==> config.mk <==
export PLATFORM = sky130hd
export DESIGN_NAME = fetch_predict_unit
export DESIGN_NICKNAME = d
export VERILOG_FILES = /design/src/rtl/fetch_predict_unit.sv
export SDC_FILE = /design/constraint.sdc
export NUM_CORES = 2
export LEC_CHECK = 0
export ABC_AREA = 1
export ABC_CLOCK_PERIOD_IN_PS = 4900
export CORE_UTILIZATION = 45
export CTS_CLUSTER_SIZE = 16
export DETAILED_ROUTE_END_ITERATION = 10
export HOLD_SLACK_MARGIN = 0.06
export PLACE_DENSITY = 0.65
export SLEW_MARGIN = 20
export SYNTH_ARGS = -nofsm -noshare
export SYNTH_HDL_FRONTEND = slang
export SYNTH_SLANG_ARGS = --single-unit
export TNS_END_PERCENT = 20
==> constraint.sdc <==
create_clock -name clk_i -period 4.9 [get_ports clk_i]
set_clock_uncertainty 0.05 [all_clocks]
set_input_delay 1.225 -clock clk_i [delete_from_list [all_inputs] [get_ports clk_i]]
set_output_delay 1.225 -clock clk_i [all_outputs]
set_load 0.01 [all_outputs]
==> src/rtl/fetch_predict_unit.sv <==
// fetch_predict_unit
//   Instruction-fetch stage: PC register, I-cache request, IF/ID latch and a
//   direct-mapped branch target buffer (BTB) with saturating counters.
//   Predicted-taken fetches redirect immediately. MEM-stage resolution trains
//   the BTB and repairs mispredictions with a redirect plus an IF/ID flush.
// Ports
//   clk_i, rst_i            clock, synchronous active-high reset
//   ihit_i, imemload_i      I-cache response
//   imemren_o, imemaddr_o   I-cache request (address is the current PC)
//   fetch_en_i              pipeline may advance
//   halt_i                  stop fetching; only reset leaves the halted state
//   resolve_*_i             branch/jump outcome from MEM (BTB training)
//   mispredict_i            MEM found the prediction wrong
//   redirect_pc_i           correct next PC on a mispredict
//   instr_o, pc_4_o, pred_taken_o, pred_target_o, valid_o   IF/ID latch
module fetch_predict_unit #(
  parameter logic [31:0] PC_INIT     = 32'd0,
  parameter int          AW          = 32,
  parameter int          DW          = 32,
  parameter int          BTB_ENTRIES = 16,
  parameter int          CTR_BITS    = 2,
  parameter bit          PRED_EN     = 1'b1
) (
  input  logic          clk_i,
  input  logic          rst_i,
  input  logic          ihit_i,
  input  logic [DW-1:0] imemload_i,
  output logic          imemren_o,
  output logic [AW-1:0] imemaddr_o,
  input  logic          fetch_en_i,
  input  logic          halt_i,
  input  logic          resolve_valid_i,
  input  logic [AW-1:0] resolve_pc_i,
  input  logic          resolve_taken_i,
  input  logic [AW-1:0] resolve_target_i,
  input  logic          mispredict_i,
  input  logic [AW-1:0] redirect_pc_i,
  output logic [DW-1:0] instr_o,
  output logic [AW-1:0] pc_4_o,
  output logic          pred_taken_o,
  output logic [AW-1:0] pred_target_o,
  output logic          valid_o
);

  localparam int IDX = $clog2(BTB_ENTRIES);
  localparam int TW  = AW - IDX - 2;
  localparam logic [CTR_BITS-1:0] CTR_MAX  = '1;
  localparam logic [CTR_BITS-1:0] CTR_WEAK = CTR_BITS'(1 << (CTR_BITS - 1));

  typedef enum logic [0:0] {ST_RUN, ST_HALTED} state_e;

  state_e              state_q;
  logic                imemren_q;
  logic [AW-1:0]       pc_q;
  logic [DW-1:0]       instr_q;
  logic [AW-1:0]       pc_4_q;
  logic                pred_taken_q;
  logic [AW-1:0]       pred_target_q;
  logic                valid_q;

  // Targets are stored word-aligned so a prediction never sets pc[1:0].
  logic                btb_vld_q [BTB_ENTRIES];
  logic [TW-1:0]       btb_tag_q [BTB_ENTRIES];
  logic [AW-3:0]       btb_tgt_q [BTB_ENTRIES];
  logic [CTR_BITS-1:0] btb_ctr_q [BTB_ENTRIES];

  logic [IDX-1:0] lk_idx, rs_idx;
  logic [TW-1:0]  lk_tag, rs_tag;
  logic [AW-1:0]  lk_target, pc_plus4, npc;
  logic           hit, rs_match, running, redirect, advance, train;

  always_comb begin
    lk_idx    = pc_q[IDX+1:2];
    lk_tag    = pc_q[AW-1:IDX+2];
    lk_target = {btb_tgt_q[lk_idx], 2'b00};
    hit       = PRED_EN && btb_vld_q[lk_idx] && (btb_tag_q[lk_idx] == lk_tag)
                && btb_ctr_q[lk_idx][CTR_BITS-1];
    pc_plus4  = pc_q + AW'(4);
    npc       = hit ? lk_target : pc_plus4;
    rs_idx    = resolve_pc_i[IDX+1:2];
    rs_tag    = resolve_pc_i[AW-1:IDX+2];
    rs_match  = btb_vld_q[rs_idx] && (btb_tag_q[rs_idx] == rs_tag);
    // A halt request freezes the whole stage in the cycle it arrives.
    running   = (state_q == ST_RUN) && !halt_i;
    redirect  = running && resolve_valid_i && mispredict_i;
    advance   = running && ihit_i && fetch_en_i;
    train     = running && resolve_valid_i;
  end

  logic unused_low_bits;
  assign unused_low_bits = ^{resolve_pc_i[1:0], resolve_target_i[1:0]};

  always_ff @(posedge clk_i) begin
    if (rst_i) begin
      state_q       <= ST_RUN;
      imemren_q     <= 1'b1;
      pc_q          <= PC_INIT[AW-1:0];
      instr_q       <= '0;
      pc_4_q        <= '0;
      pred_taken_q  <= 1'b0;
      pred_target_q <= '0;
      valid_q       <= 1'b0;
      for (int i = 0; i < BTB_ENTRIES; i++) begin
        btb_vld_q[i] <= 1'b0;
        btb_tag_q[i] <= '0;
        btb_tgt_q[i] <= '0;
        btb_ctr_q[i] <= '0;
      end
    end else begin
      if (state_q == ST_RUN && halt_i) begin
        state_q   <= ST_HALTED;
        imemren_q <= 1'b0;
      end

      if (redirect)     pc_q <= redirect_pc_i;
      else if (advance) pc_q <= npc;

      if (redirect) begin
        instr_q       <= '0;
        pc_4_q        <= '0;
        pred_taken_q  <= 1'b0;
        pred_target_q <= '0;
        valid_q       <= 1'b0;
      end else if (running && fetch_en_i) begin
        if (ihit_i) begin
          instr_q       <= imemload_i;
          pc_4_q        <= pc_plus4;
          pred_taken_q  <= hit;
          pred_target_q <= hit ? lk_target : '0;
          valid_q       <= 1'b1;
        end else begin
          valid_q <= 1'b0;
        end
      end

      // Lookup above used pre-write contents, so same-index writes are safe.
      if (train) begin
        if (resolve_taken_i) begin
          if (rs_match) begin
            btb_tgt_q[rs_idx] <= resolve_target_i[AW-1:2];
            if (btb_ctr_q[rs_idx] != CTR_MAX)
              btb_ctr_q[rs_idx] <= btb_ctr_q[rs_idx] + CTR_BITS'(1);
          end else begin
            btb_vld_q[rs_idx] <= 1'b1;
            btb_tag_q[rs_idx] <= rs_tag;
            btb_tgt_q[rs_idx] <= resolve_target_i[AW-1:2];
            btb_ctr_q[rs_idx] <= CTR_WEAK;
          end
        end else if (rs_match && btb_ctr_q[rs_idx] != '0) begin
          btb_ctr_q[rs_idx] <= btb_ctr_q[rs_idx] - CTR_BITS'(1);
        end
      end
    end
  end

  assign imemren_o     = imemren_q;
  assign imemaddr_o    = pc_q;
  assign instr_o       = instr_q;
  assign pc_4_o        = pc_4_q;
  assign pred_taken_o  = pred_taken_q;
  assign pred_target_o = pred_target_q;
  assign valid_o       = valid_q;

endmodule

==> results.md <==
* CTS tree: done
* Routability cong. at around 0.96
* Die height at roughly 340 um
* Max-Slew Margin vs Limit at 0.3636
* Clock Tree Buf Depth at 3
* VDD IR-drop max at 0.2821 mV
* Layout cells sized above 1 at 0.08244
* TNS Setup at 0 ps
* CP arrival at between 4000 and 5000 ps
* Core area at 0.1150 mm2
* Area Overhead vs Synth at 18.00%
* DP Cell Count at approximately 7600
* CTS root buffer: clkbuf_16
* Global-route wire length before repair at approximately 280000 um
* Final Cell Area at 0.06196 mm2
* Critical path type: in2reg
* H-tree depth at 3
* Status: finished clean
* Critical Path End Type: flip-flop
* Nets at about 6400
* Tcrit/Tclk final at 0.9252
* Seq cells post-synth at ~1100
* Synth Flop Type: edfxtp_1
* WP data required at 5230 ps
* Hold crit path type: reg2reg
* Setup-failing EPs final at 0
* PostCTS Resize Cnt at 0
* Gr ovfl total at 0
* Initial Utilization at 0.4567
* Hold Path Stages at 2
* Post-synth ARST share at 0
* Commonest non-fill, non-tap cell in the layout: nor2_1
* Starting DRT DRC Count at about 6000
* ANT nets after route at 0
* Worst Max-Slew Pin Slew at around 950 ps
* Setup bufs post-CTS at 0
* Detailed placer's ending HPWL at 119100 um
* RSZ-0062 raised after global routing: no
* Placed cell areas at 0.05830 mm2
* Via count at about 46000
* Leak Pwr at between 20 and 25 nW
* Antenna violations before repair at 4
* Final min period at 4533 ps
* Most frequent cells in the layout: nor2_1, nand2_1, edfxtp_1
* Power consumption at around 0.021 W
* Worst Hold Launch: instr_o[27]$_SDFFE_PP0P_
* # IOs at about 270
* R2R cell count at 18
* Final core utilization at 0.5389
* GRT Resource Usage Total at 0.3214
* Startpoint types: primary input
* Cell Pwr Density at around 340 mW/mm2
* Max Cap Viol at 0
* Mapped Cells at slightly above 6000
* Clk sinks at approximately 1100
* Hold-fix buffers, CTS at 0
* IO Port Bufs at 260
* Mapped cell area at between 0.05 and 0.06 mm2
* WHS Endpoint: instr_o[27]$_SDFFE_PP0P_
* DR vias/cell at slightly below 6
* Num rows at between 100 and 150
* Num CTS Buffers at approximately 120
* Final WL at just under 200000 um
* Drt wl/cell at between 20 and 25 um
* Reg2Reg Capture Point: imemaddr_o[23]$_SDFFE_PP0N_
* Drt pass-1 iters at 6
* CP Max Fanout at 14
* Final hold vios at 0
* Largest net degree at the start of global routing at 170
* Fin cells at 7858
* Worst skew pair latency at around 750 ps
* DIE WIDTH at about 340 um
* Final Max Tran Viols at 0
* R2R Setup Slk at about 720 ps
* Total number of yosys warnings at 0
* Die area at 0.1181 mm2
* F_max at about 220 MHz
* Vias in the first global route at between 40000 and 50000
* Clock-pin slew on the worst setup and hold paths at about 60 ps
* Post-route DRC at 0
* Fill cells at about 10000
* EDFF count, synth at 928
* Post-synthesis sequential area ratio at 0.5879
* Syn avg cell area at approximately 8.7 um2
* Post-synthesis cell type count at 36
## area by class of cell
| class | instances | area [um2] | area share |
|---|---|---|---|
| clock buffer | 153 | 3088 | 0.04984 |
| multi-input combinational | 4084 | 18230 | 0.2942 |
| tap | 1512 | 1892 | 0.03053 |
| sequential | 1078 | 30880 | 0.4985 |
| inverter | 412 | 1567 | 0.02528 |
| timing repair buffer | 552 | 5728 | 0.09245 |
| antenna | 2 | 5.005 | 0.00008078 |
| clock inverter | 65 | 566.8 | 0.009148 |
## state kept, by name, indices dropped and copies added (netlist names), named ones only
register       cells
btb_vld_q         16
btb_ctr_q         32
state_q            1
pc_4_o            32
pred_target_o     30
instr_o           32
imemren_o          1
btb_tgt_q        480
btb_tag_q        416
pred_taken_o       1
imemaddr_o        32
valid_o            1
## cells in the mapped netlist (all sizes together) (34+ instances only)
cell | count | area share
nand4 | 34 | 0.0041
nor2 | 1453 | 0.10
edfxtp | 928 | 0.53
nand3 | 376 | 0.036
inv | 389 | 0.028
o21ai | 506 | 0.048
o211ai | 100 | 0.014
buf | 115 | 0.012
o22ai | 42 | 0.0050
dfxtp | 150 | 0.057
a21oi | 177 | 0.017
nand2 | 1199 | 0.087
clkbuf | 348 | 0.025
o221ai | 83 | 0.014
## critical path, stage by stage
cell             delay, ps
clkdlybuf4s50_1        630
inv_2                  120
nand2_2                130
buf_12                 180
o21ai_0                100
o21ai_1                260
nand2_1                110
nor3_1                 680
nor2_1                  80
nand2_1                 90
nor2_1                  40
nand2_1                110
nor2_2                  80
nand2_2                110
nand2_2                 60
inv_2                  170
buf_12                 170
nand2_4                 80
nand2_1                 90
buf_4                  330
## metal layers
metal | track usage | part of all wire | vias up | routed length, um
met2 | 0.4813 | 0.44 | 3104 | 84550
li1 | - | - | 20528 | -
met5 | 0 | 0.00014 | - | 27
met3 | 0.07593 | 0.13 | 551 | 24490
met1 | 0.4298 | 0.38 | 21936 | 72870
met4 | 0.1780 | 0.060 | 4 | 11590
## worst max-delay path by stage
stage / slack, ps / from / cells after the start / end
6_report: 370 / resolve_pc_i[3] / 20 / btb_tag_q[0][4]$_SDFFCE_PN0P_
5_1_grt: 280 / resolve_pc_i[3] / 23 / btb_tag_q[2][21]$_SDFFCE_PN0P_
4_1_cts: 560 / resolve_pc_i[3] / 20 / btb_tag_q[0][4]$_SDFFCE_PN0P_
3_5_place_dp: -180 / resolve_pc_i[3] / 20 / btb_tag_q[0][0]$_SDFFCE_PN0P_
3_3_place_gp: -150 / resolve_pc_i[3] / 27 / btb_tag_q[3][15]$_SDFFCE_PN0P_
2_1_floorplan: 580 / resolve_pc_i[2] / 18 / btb_tag_q[1][0]$_SDFFCE_PN0P_
## report_power, final
part | internal, W | total (W) | leakage [nW] | switching [W]
logic | 0.000717 | 0.00228 | 12.6 | 0.00157
clock network | 0.00476 | 0.00856 | 1.79 | 0.00380
registers | 0.0103 | 0.0104 | 10.6 | 0.000139
total | 0.0157 | 0.0213 | 25.0 | 0.00551
## logic make-up (layout without fill, tap and decap cells)
family                     count (synthesis)  in the layout  synth area share
DFF                                     1078           1078            0.5879
and+or+nand+nor                         3100           3100            0.2357
buffers and inverters                    875           1182           0.06663
AOI/OAI and AO/OA                        953            953            0.1047
adders and majority gates                  3              3         0.0007149
xor gates and xnor gates                  26             26          0.004337
other                                      1              4        0.00007142
## per-stage QoR
stage / setup WS, ps / hold WS (ps)
floorplan: 584.9 / 393.2
global placement: -154.6 / 402.0
detailed placement: -183.1 / 405.0
CTS: 556.0 / 414.2
global route: 275.3 / 428.3
finish: 366.7 / 410.2
No activity file was read; power rests on OpenSTA's default activity.
